[src/rtl/vga_text_pkg.sv]
// Shared constants, types and helpers for the text-mode pixel pipeline.
package vga_text_pkg;

    localparam int unsigned GLYPH_W      = 8;
    localparam int unsigned GLYPH_H      = 16;
    localparam int unsigned GLYPH_ADDR_W = 14;
    localparam int unsigned TEXT_ADDR_W  = 12;
    localparam int unsigned LATENCY      = 5;

    typedef logic [7:0] rgb332_t;

    // Per-pixel side information that travels alongside the memory reads.
    typedef struct packed {
        logic                         de;
        logic                         hs;
        logic                         vs;
        logic                         in_range;
        logic [$clog2(GLYPH_W)-1:0]   xcol;
        logic [$clog2(GLYPH_H)-1:0]   yrow;
        logic                         cur;
    } sideband_t;

    localparam int unsigned SB_W = $bits(sideband_t);

    function automatic logic [GLYPH_ADDR_W-1:0] pack_glyph_addr(
        input logic [6:0]                 code,
        input logic [$clog2(GLYPH_H)-1:0] yrow,
        input logic [$clog2(GLYPH_W)-1:0] xcol
    );
        return {code, yrow, xcol};
    endfunction

endpackage

[src/rtl/vga_sideband_delay.sv]
// Fixed-depth shift register for pixel sideband bits; syncs reset to their idle level.
module vga_sideband_delay
    import vga_text_pkg::*;
#(
    parameter int unsigned DEPTH     = 2,
    parameter logic        SYNC_IDLE = 1'b1
) (
    input  logic            clk,
    input  logic            rst_n,
    input  logic [SB_W-1:0] i_sb,
    output logic [SB_W-1:0] o_sb
);

    localparam sideband_t SB_RST = '{
        de:       1'b0,
        hs:       SYNC_IDLE,
        vs:       SYNC_IDLE,
        in_range: 1'b0,
        xcol:     '0,
        yrow:     '0,
        cur:      1'b0
    };

    logic [SB_W-1:0] r_stage [DEPTH];

    always_ff @(posedge clk or negedge rst_n) begin
        if (!rst_n) begin
            for (int i = 0; i < int'(DEPTH); i++) begin
                r_stage[i] <= SB_RST;
            end
        end else begin
            r_stage[0] <= i_sb;
            for (int i = 1; i < int'(DEPTH); i++) begin
                r_stage[i] <= r_stage[i-1];
            end
        end
    end

    assign o_sb = r_stage[DEPTH-1];

endmodule

[src/rtl/vga_text_renderer.sv]
// Text-mode renderer: pixel -> char buffer -> glyph ROM -> RGB332, five-cycle pipeline.
// Optional blinking cursor is built when VGA_TEXT_CURSOR_EN is defined.
module vga_text_renderer
    import vga_text_pkg::*;
#(
    parameter int unsigned COLS       = 80,
    parameter int unsigned ROWS       = 30,
    parameter logic [7:0]  FG_COLOR   = 8'hFF,
    parameter logic [7:0]  BG_COLOR   = 8'h00,
    parameter logic        SYNC_IDLE  = 1'b1,
    parameter int unsigned BLINK_LOG2 = 5
) (
    input  logic        clk,
    input  logic        rst_n,
    input  logic [9:0]  i_x,
    input  logic [9:0]  i_y,
    input  logic        i_de_in,
    input  logic        i_hsync_in,
    input  logic        i_vsync_in,
    output logic [11:0] o_text_addr,
    input  logic [7:0]  i_text_data,
    output logic [13:0] o_glyph_addr,
    input  logic        i_glyph_bit,
    input  logic [6:0]  i_cursor_col,
    input  logic [4:0]  i_cursor_row,
    output logic [7:0]  o_rgb,
    output logic        o_de_out,
    output logic        o_hsync_out,
    output logic        o_vsync_out
);

    logic [6:0]             w_col;
    logic [5:0]             w_row;
    logic                   w_in_range;
    logic                   w_cur;
    logic [TEXT_ADDR_W-1:0] w_row_ext;
    logic [TEXT_ADDR_W-1:0] w_text_addr;
    sideband_t              w_sb_s1;
    sideband_t              w_sb_s2;
    sideband_t              w_sb_s4;
    logic                   w_cursor_hit;
    logic                   w_pix;
    logic                   w_unused;

    logic [TEXT_ADDR_W-1:0]  r_text_addr;
    logic [GLYPH_ADDR_W-1:0] r_glyph_addr;
    logic                    r_inv;
    logic                    r_inv_s4;
    rgb332_t                 r_rgb;
    logic                    r_de;
    logic                    r_hs;
    logic                    r_vs;

    assign w_col       = i_x[9:3];
    assign w_row       = i_y[9:4];
    assign w_in_range  = (32'(w_col) < COLS) && (32'(w_row) < ROWS);
    assign w_row_ext   = TEXT_ADDR_W'(w_row);
    // Out-of-range cells still produce an address; it simply wraps in 12 bits.
    assign w_text_addr = w_row_ext * TEXT_ADDR_W'(COLS) + TEXT_ADDR_W'(w_col);

`ifdef VGA_TEXT_CURSOR_EN
    logic [BLINK_LOG2:0] r_frame;
    logic                r_vs_prev;

    always_ff @(posedge clk or negedge rst_n) begin
        if (!rst_n) begin
            r_frame   <= '0;
            r_vs_prev <= SYNC_IDLE;
        end else begin
            r_vs_prev <= i_vsync_in;
            if ((r_vs_prev == SYNC_IDLE) && (i_vsync_in != SYNC_IDLE)) begin
                r_frame <= r_frame + 1'b1;
            end
        end
    end

    assign w_cur        = (w_col == i_cursor_col) && (w_row == {1'b0, i_cursor_row});
    assign w_cursor_hit = w_sb_s4.cur && (w_sb_s4.yrow >= 4'd14) && r_frame[BLINK_LOG2];
    assign w_unused     = ^{w_sb_s4.xcol};
`else
    assign w_cur        = 1'b0;
    assign w_cursor_hit = 1'b0;
    assign w_unused     = ^{i_cursor_col, i_cursor_row, w_sb_s4.xcol, w_sb_s4.yrow,
                            w_sb_s4.cur, BLINK_LOG2[0]};
`endif

    always_comb begin
        w_sb_s1          = '0;
        w_sb_s1.de       = i_de_in;
        w_sb_s1.hs       = i_hsync_in;
        w_sb_s1.vs       = i_vsync_in;
        w_sb_s1.in_range = w_in_range;
        w_sb_s1.xcol     = i_x[2:0];
        w_sb_s1.yrow     = i_y[3:0];
        w_sb_s1.cur      = w_cur;
    end

    // S1..S2: sideband waits for the character buffer read.
    vga_sideband_delay #(
        .DEPTH     (2),
        .SYNC_IDLE (SYNC_IDLE)
    ) u_delay_text (
        .clk   (clk),
        .rst_n (rst_n),
        .i_sb  (w_sb_s1),
        .o_sb  (w_sb_s2)
    );

    // S3..S4: sideband waits for the glyph ROM read.
    vga_sideband_delay #(
        .DEPTH     (LATENCY - 3),
        .SYNC_IDLE (SYNC_IDLE)
    ) u_delay_glyph (
        .clk   (clk),
        .rst_n (rst_n),
        .i_sb  (w_sb_s2),
        .o_sb  (w_sb_s4)
    );

    assign w_pix = i_glyph_bit ^ r_inv_s4 ^ w_cursor_hit;

    always_ff @(posedge clk or negedge rst_n) begin
        if (!rst_n) begin
            r_text_addr  <= '0;
            r_glyph_addr <= '0;
            r_inv        <= 1'b0;
            r_inv_s4     <= 1'b0;
            r_rgb        <= '0;
            r_de         <= 1'b0;
            r_hs         <= SYNC_IDLE;
            r_vs         <= SYNC_IDLE;
        end else begin
            r_text_addr  <= w_text_addr;
            r_glyph_addr <= pack_glyph_addr(i_text_data[6:0], w_sb_s2.yrow, w_sb_s2.xcol);
            r_inv        <= i_text_data[7];
            r_inv_s4     <= r_inv;
            r_rgb        <= (w_sb_s4.de && w_sb_s4.in_range) ? (w_pix ? FG_COLOR : BG_COLOR)
                                                             : '0;
            r_de         <= w_sb_s4.de;
            r_hs         <= w_sb_s4.hs;
            r_vs         <= w_sb_s4.vs;
        end
    end

    assign o_text_addr  = r_text_addr;
    assign o_glyph_addr = r_glyph_addr;
    assign o_rgb        = r_rgb;
    assign o_de_out     = r_de;
    assign o_hsync_out  = r_hs;
    assign o_vsync_out  = r_vs;

endmodule

[config.mk]
export PLATFORM = sky130hd
export DESIGN_NAME = vga_text_renderer
export DESIGN_NICKNAME = d
export VERILOG_FILES = /design/src/rtl/vga_text_pkg.sv /design/src/rtl/vga_sideband_delay.sv /design/src/rtl/vga_text_renderer.sv
export SDC_FILE = /design/constraint.sdc
export NUM_CORES = 1
export LEC_CHECK = 0
export BUFFER_PORTS_ARGS = -buffer_cell sky130_fd_sc_hd__clkbuf_2
export CORE_ASPECT_RATIO = 0.5
export CORE_MARGIN = 3
export CORE_UTILIZATION = 35
export CTS_BUF_LIST = sky130_fd_sc_hd__clkbuf_8
export CTS_CLUSTER_SIZE = 28
export DETAILED_ROUTE_END_ITERATION = 10
export PLACE_DENSITY = 0.64
export SLEW_MARGIN = 20
export SYNTH_ARGS = -nofsm -noshare
export SYNTH_HDL_FRONTEND = slang
export SYNTH_HIERARCHICAL = 1
export SYNTH_SLANG_ARGS = --single-unit
export TNS_END_PERCENT = 50
[constraint.sdc]
create_clock -name clk -period 1.25 [get_ports clk]
set_input_delay 0.0625 -clock clk [delete_from_list [all_inputs] [get_ports clk]]
set_output_delay 0.0625 -clock clk [all_outputs]
set_load 0.01 [all_outputs]
# --- Word-level counts from Yosys, hierarchy flattened ---
# Index checks and enable logic that the tools add are counted.
totals:
  wordCells: 21
  ram_bits: 0
  out_inout_bits: 37
  ff_bits: 83
  romBits: 0
  memories: 0
  inputBits: 46
  latchBits: 0
classes:
  n_mux: 2
  order_cmp: 2
  multipliers: 1
  add_sub_neg: 1
  n_eq_ne: 0
  bitwise_logic: 1
  n_reduce_logical: 2
  n_shift: 0
  div: 0
op_table:
  columns: ["cell", "count"]
  rows:
  - ["8-bit 2-to-1 mux", 2]
  - ["12-bit by 7-bit adder with 12-bit output", 1]
  - ["6-bit by 3-bit multiplier with 8-bit output, second input constant", 1]
  - ["7-bit < comparator, second input constant", 1]
  - ["6-bit by 5-bit < comparator with 1-bit output, second input constant", 1]
  - ["1-bit logical AND", 2]
  - ["1-bit XOR", 1]

# --- Depth between registers and ports, before layout ---
# Gate-level depths: netlist of the first run.
depth:
  word_depth: 3
  depth_mapped: 7
  depth_no_buf: 7

# --- Hierarchy ---
# The synthesis of the first run kept the hierarchy.
by_module_without_submodules:
  columns: ["mod", "cells_each", "seq_area_each_um2", "n_inst", "area_per_inst_um2"]
  rows:
  - ["vga_sideband_delay", 36, 605.6, 2, 695.7]
  - ["vga_text_renderer", 84, 803.3, 1, 1242.4]

# --- Worst setup path after synthesis of the first run ---
# No wires, ideal clock.
synth_path:
  path_kind: "input to register"
  startpoint: "input i_y[5]"
  endpoint: "register r_text_addr[11] (netlist: o_text_addr[11])"
  path_slack_ns: -0.443
  setup_time_ns: 0.126
  arrival_ns: 1.567
  t_required_ns: 1.124
  n_path_buf: 0
  path_stages: 7
  cell_sequence: "ha_1 -> ha_1 -> fa_1 -> a21o_2 -> a21oi_1 -> xor2_1 -> xnor2_1"
synth_between:
  elab_chain_len: 2
synth_lines:
  columns: ["item", "line_no", "source"]
  rows:
  - ["start, declared", "vga_text_renderer.sv:16", "input logic [9:0] i_y,"]
  - ["6-bit by 3-bit multiplier with 8-bit output", "vga_text_renderer.sv:59", "assign w_text_addr = w_row_ext * TEXT_ADDR_W'(COLS) + TEXT_ADDR_W'(w_col);"]
  - ["12-bit by 7-bit adder with 12-bit output", "vga_text_renderer.sv:59", null]
  - ["via w_text_addr[11]", "vga_text_renderer.sv:37", "logic [TEXT_ADDR_W-1:0] w_text_addr;"]
  - ["end signal, assigned", "vga_text_renderer.sv:133", "r_text_addr <= w_text_addr;"]
  - ["end, declared", "vga_text_renderer.sv:45", "logic [TEXT_ADDR_W-1:0] r_text_addr;"]
# The timed path passes the listed nets, and every way through them passes these cells.

# --- Worst setup path in the final report of the first run ---
# Same ends and word-level chain as after synthesis.

==> results of run 1 <==
## how the worst max path moves through the flow
stage	startpoint	to	cells after the start	slack (ns)
2_1_floorplan	i_y[5]	o_text_addr[11]	7	-0.25
3_3_place_gp	i_y[7]	o_text_addr[11]	7	-0.44
3_5_place_dp	i_y[7]	o_text_addr[11]	7	-0.49
4_1_cts	i_y[5]	o_text_addr[11]	8	-0.08
5_1_grt	i_y[5]	o_text_addr[11]	8	-0.1
6_report	i_y[5]	o_text_addr[11]	8	-0.08
## layout make-up
cell class | instances | area (µm²)
fill | 495 | 2650
clock buffer | 10 | 138
timing repair buffer | 108 | 728
sequential | 62 | 1560
inverter | 1 | 3.75
multi-input combinational | 43 | 455
clock inverter | 6 | 28.8
tap | 73 | 91.3
## repair_timing
action / 4_1_cts / 5_1_grt
resized for setup: 3 / 7
hold endpoints to repair: 75 / 0
setup buffers: 0 / 1
endpoints found under the setup margin: 1 / 1
hold buffers: 24 / 0
pin swaps: 3 / 3
## flip-flops by register name (all words and copies together) (netlist names)
register and flops:
o_glyph_addr 14, u_delay_text/r_stage 11, r_inv 1, o_rgb 1, u_delay_text/o_sb 11, o_vsync_out 1, o_de_out 1, u_delay_glyph/o_sb 4
u_delay_glyph/r_stage 4, r_inv_s4 1, o_text_addr 12, o_hsync_out 1
## power by group
group / internal (W) / switching, W / leakage, nW / total (W)
Clock: 0.000746 / 0.000667 / 0.0968 / 0.00141
Combinational: 0.000360 / 0.000307 / 0.668 / 0.000667
Sequential: 0.00217 / 0.0000425 / 0.717 / 0.00221
Total: 0.00328 / 0.00102 / 1.48 / 0.00429
## per-layer routing
metal / up-vias / track usage, % / routed length (µm)
met2: 36 / 20.5 / 2040
met3: 4 / 4.48 / 190
met4: 0 / 4.46 / 34
met1: 586 / 10.9 / 1290
met5: - / 0 / 0
li1: 586 / - / -
## per-stage QoR
stage | util (%) | TNS, ns
2_1_floorplan | - | -0.487
5_1_grt | 53.2 | -0.181
6_report | 53.2 | -0.160
3_5_place_dp | 44.9 | -1.52
4_1_cts | 52.7 | -0.0792
3_3_place_gp | 44.9 | -1.35
## worst register-to-register path: stages, from the launching register on
cell and delay (ns):
dfrtp_1 0.38, xor2_1 0.16, and3_1 0.17
## cell usage in the layout, fill, tap and decap left out, types with 2 or more instances in the layout
cell type,n
dlygate4sd3_1,24
xnor2_1,3
clkinv_2,5
clkbuf_8,10
ha_1,6
buf_4,12
nand2_1,2
a21oi_1,4
inv_1,2
nand3_1,3
buf_6,2
clkbuf_2,67
dfstp_2,10
nor2_1,3
xor2_1,5
ha_4,5
dfrtp_1,52
==> results_dict.tcl, run 1 <==
set metrics [dict create \
    fin_cells 303 \
    viasPerCell 4.00 \
    place_ws_ns -0.495 \
    ios 83 \
    critPathRequiredTime_ns 1.50 \
    path_buf_inv 1 \
    routedWlPerCell_um 11.7 \
    drc 0 \
    syn_area_per_cell_um2 16.5 \
    critPathKind "in2reg" \
    numClockSinks 62 \
    cpMostUsedCell "ha_4" \
    htree_levels 3 \
    cts_tree "yes" \
    power_leakage_nw 1.48 \
    worst_slack_ns -0.0798 \
    powerDensity_nw_per_um2 1430 \
    cts_buffers 9 \
    min_from "i_y[9]" \
    die_area_um2 7060 \
    core_area_um2 5660 \
    slew_headroom_pct 79.2 \
    grt.overflow.total 0 \
    finalWirelength_um 3550 \
    ant_nets 0 \
    dr.pass1.iters 4 \
    clk_pin_slew_ns 0.06 \
    floorplan.initialDensity_pct 37.3 \
    status "finished, violations left" \
    syn2layout_area_growth_pct 42.5 \
    numPlacedInstances 262 \
    mappedNetlistNets 187 \
    synth_area_um2 2110 \
    crit_arrival_ns 1.58 \
    place_area_um2 2540 \
    rsz0062_at_grt "yes" \
    num-nets-final 284 \
    finalHoldViolations 0 \
    cp_cell_sequence "buf_8 -> ha_4 -> ha_4 -> fa_2 -> a21o_2 -> a21oi_2 -> xor2_1 -> xnor2_1" \
    dp_hpwl_um 2560 \
    gp_congestion 0.727 \
    cts_buffer_depth 2 \
    holdWs_ns 0.0478 \
    crit_family "adder cells" \
    grt_use_total_pct 10.9 \
    slowest_delay_ns 0.37 \
    maxCapViolations 0 \
    total_power_w 0.00429 \
    worstReg2RegStart "r_inv_s4" \
    fin_crit_ns 1.33 \
    worstMarginPinSlew_ns 0.312 \
    end_kind "register" \
    period_share_pct 106 \
    start_kind "input port" \
    peakVddDrop_mv 0.709 \
    finalInstanceArea_um2 3010 \
    dieWidth_um 116 \
    clock_latency_ns 0.32 \
    diodes 0 \
    grt_antenna_before_repair 0 \
    hold_path_class "in2reg" \
    maxSlewViolCount 0 \
    skew_ns 0.00385 \
    num_vias 1212 \
    grt_pass1_wl_um 5600 \
    fmax_mhz 752 \
    path_max_fanout 2 \
    violations "negative setup slack" \
    grt_max_degree 63 \
    first_iter_violations 21 \
    drive_gt1_share_pct 52.2 \
    rr_endpoint "o_rgb[6]" \
    min_to "u_delay_text/r_stage[20]" \
    setup_viol 3 \
    die_h_um 60.9 \
    yosys_warnings 6 \
    port_buffers 70 \
    ff2ff_path_depth 2 \
    root_buffer "clkbuf_8" \
    synthCells 128 \
    grt_pass1_vias 1221 \
    min_path_cells 3 \
    ff2ff_setup_slack_ns 0.43 \
    fp-row-count 19 \
    cp_slowest_cell "fa_2" \
]
No activity file was read; power rests on OpenSTA's default activity.
==> run 2, diff against run 1 <==
BUFFER_PORTS_ARGS = -buffer_cell sky130_fd_sc_hd__buf_2   (was -buffer_cell sky130_fd_sc_hd__clkbuf_2)
CAP_MARGIN = 20   (was not set)
==> results_dict.tcl, run 2 (same netlist as run 1, synthesis figures left out) <==
set metrics [dict create \
    floorplan.initialDensity_pct 37.3 \
    cp_cell_sequence "buf_8 -> ha_4 -> ha_4 -> fa_2 -> a21o_2 -> a21oi_2 -> xor2_1 -> xnor2_1" \
    largest_reg_flops 14 \
    dieWidth_um 116 \
    drc 0 \
    post-cts-setup-buffer-count 0 \
    rsz0062_at_grt "yes" \
    ant_nets 0 \
    final_cell_mix "buf_2 (68), dfrtp_1 (52), dlygate4sd3_1 (25)" \
    hold_path_class "in2reg" \
    worstMarginPinSlew_ns 0.312 \
    worst_slack_ns -0.0677 \
    powerDensity_nw_per_um2 1490 \
    routedWlPerCell_um 11.8 \
    cts_tree "yes" \
    cp_slowest_cell "fa_2" \
    cts_buffer_depth 2 \
    diodes 0 \
    setup_viol 1 \
    start_kind "input port" \
    num_vias 1215 \
    grt_antenna_before_repair 0 \
    clk_pin_slew_ns 0.06 \
    status "finished, violations left" \
    place_area_um2 2540 \
    viasPerCell 4.01 \
    met1_usage_pct 10.9 \
    cts_buffers 9 \
    finalWirelength_um 3590 \
    maxCapViolations 0 \
    critPathKind "in2reg" \
    numClockSinks 62 \
    grt_pass1_wl_um 5640 \
    holdWs_ns 0.0482 \
    n_fill_cell 486 \
    first_iter_violations 25 \
    port_buffers 70 \
    gp_congestion 0.743 \
    htree_levels 3 \
    final_common_cell "buf_2" \
    finalInstanceArea_um2 3040 \
    finalHoldViolations 0 \
    grtUsageMet3_pct 5.98 \
    use_met2_pct 20.4 \
    fmax_mhz 759 \
    peakVddDrop_mv 0.713 \
    slowest_delay_ns 0.37 \
    end_kind "register" \
    place_ws_ns -0.497 \
    path_max_fanout 2 \
    skew_ns 0.00473 \
    grt.overflow.total 0 \
    grt_pass1_vias 1225 \
    grt_max_degree 63 \
    maxSlewViolCount 0 \
    die_area_um2 7060 \
    cpMostUsedCell "ha_4" \
    num-nets-final 284 \
    syn2layout_area_growth_pct 44.0 \
    drive_gt1_share_pct 51.7 \
    crit_arrival_ns 1.53 \
    dr.pass1.iters 4 \
    utilization_pct 53.8 \
    violations "negative setup slack" \
    clock_latency_ns 0.33 \
    critPathRequiredTime_ns 1.46 \
    die_h_um 60.9 \
    fin_crit_ns 1.32 \
    period_share_pct 105 \
    fp-row-count 19 \
    top_usage_layer "met2" \
    power_leakage_nw 1.49 \
    grt_use_total_pct 11.1 \
    root_buffer "clkbuf_8" \
    ios 83 \
    core_area_um2 5660 \
    slew_headroom_pct 79.2 \
]
-- run 2: changes by cell type in the layout (fill, tap and decap cells not counted), sizes merged --
cell | before | now
clkinv | 5 | 3
dlygate4sd3 | 24 | 25
clkbuf | 77 | 11
buf | 17 | 83
bufinv | 0 | 1
-- run 2: final timing paths --
kind / from / to / slack [ns] / cells after the start
max: i_y[5] / o_text_addr[11] / -0.07 / 8
min: i_x[8] / o_text_addr[5] / 0.05 / 2
max reg2reg: r_inv_s4 / o_rgb[6] / 0.43 / 2
min reg2reg: u_delay_text/r_stage[19] / u_delay_text/o_sb[7] / 0.35 / 0
max in group asynchronous: rst_n / u_delay_text/r_stage[22] / 0.68 / 3
min in group asynchronous: rst_n / o_text_addr[1] / 0.26 / 3
-- run 2: repair_timing --
| action | in CTS | in global routing |
|---|---|---|
| hold endpoints to repair | 76 | 0 |
| pin swaps | 0 | 3 |
| resized for setup | 6 | 2 |
| hold buffers | 25 | 0 |
| setup endpoints to repair | 1 | 1 |
-- run 2: area by class of cell --
cell class | instances | area (µm²) | share of cell area, %
Clock buffer | 11 | 151 | 4.98
Clock inverter | 5 | 48.8 | 1.60
Inverter | 1 | 3.75 | 0.123
Multi-Input combinational cell | 43 | 455 | 15.0
Sequential cell | 62 | 1560 | 51.4
Tap cell | 73 | 91.3 | 3.00
Timing Repair Buffer | 108 | 727 | 23.9
-- run 2: layer usage --
layer | up-vias | part of all wire (%)
met2 | 35 | 58
met5 | - | 0
met3 | 8 | 5.5
met1 | 586 | 35
met4 | 0 | 2.1
li1 | 586 | -
-- run 2: report_power, final --
part | switching [W] | internal, W
registers | 0.0000371 | 0.00217
clock network | 0.000675 | 0.00101
logic | 0.000303 | 0.000350
total | 0.00101 | 0.00353
-- run 2: stage by stage --
step / setup TNS, ns / total power [W] / cells
final: -0.0677 / 0.00454 / 303
after global routing: -0.0986 / 0.00479 / 303
after CTS: -0.0608 / 0.00461 / 303
after detailed placement: -1.54 / 0.00282 / 262
after global placement: -1.39 / 0.00280 / 262
after floorplan: -0.487 / 0.00254 / 128
-- run 2: critical path, delay by kind of cell --
kind | cells | cell delay (ns)
adder cells (fa/ha/maj) | 3 | 0.77
AO/OA/AOI/OAI | 2 | 0.33
XOR/XNOR | 2 | 0.27
buffers and inverters | 1 | 0.10
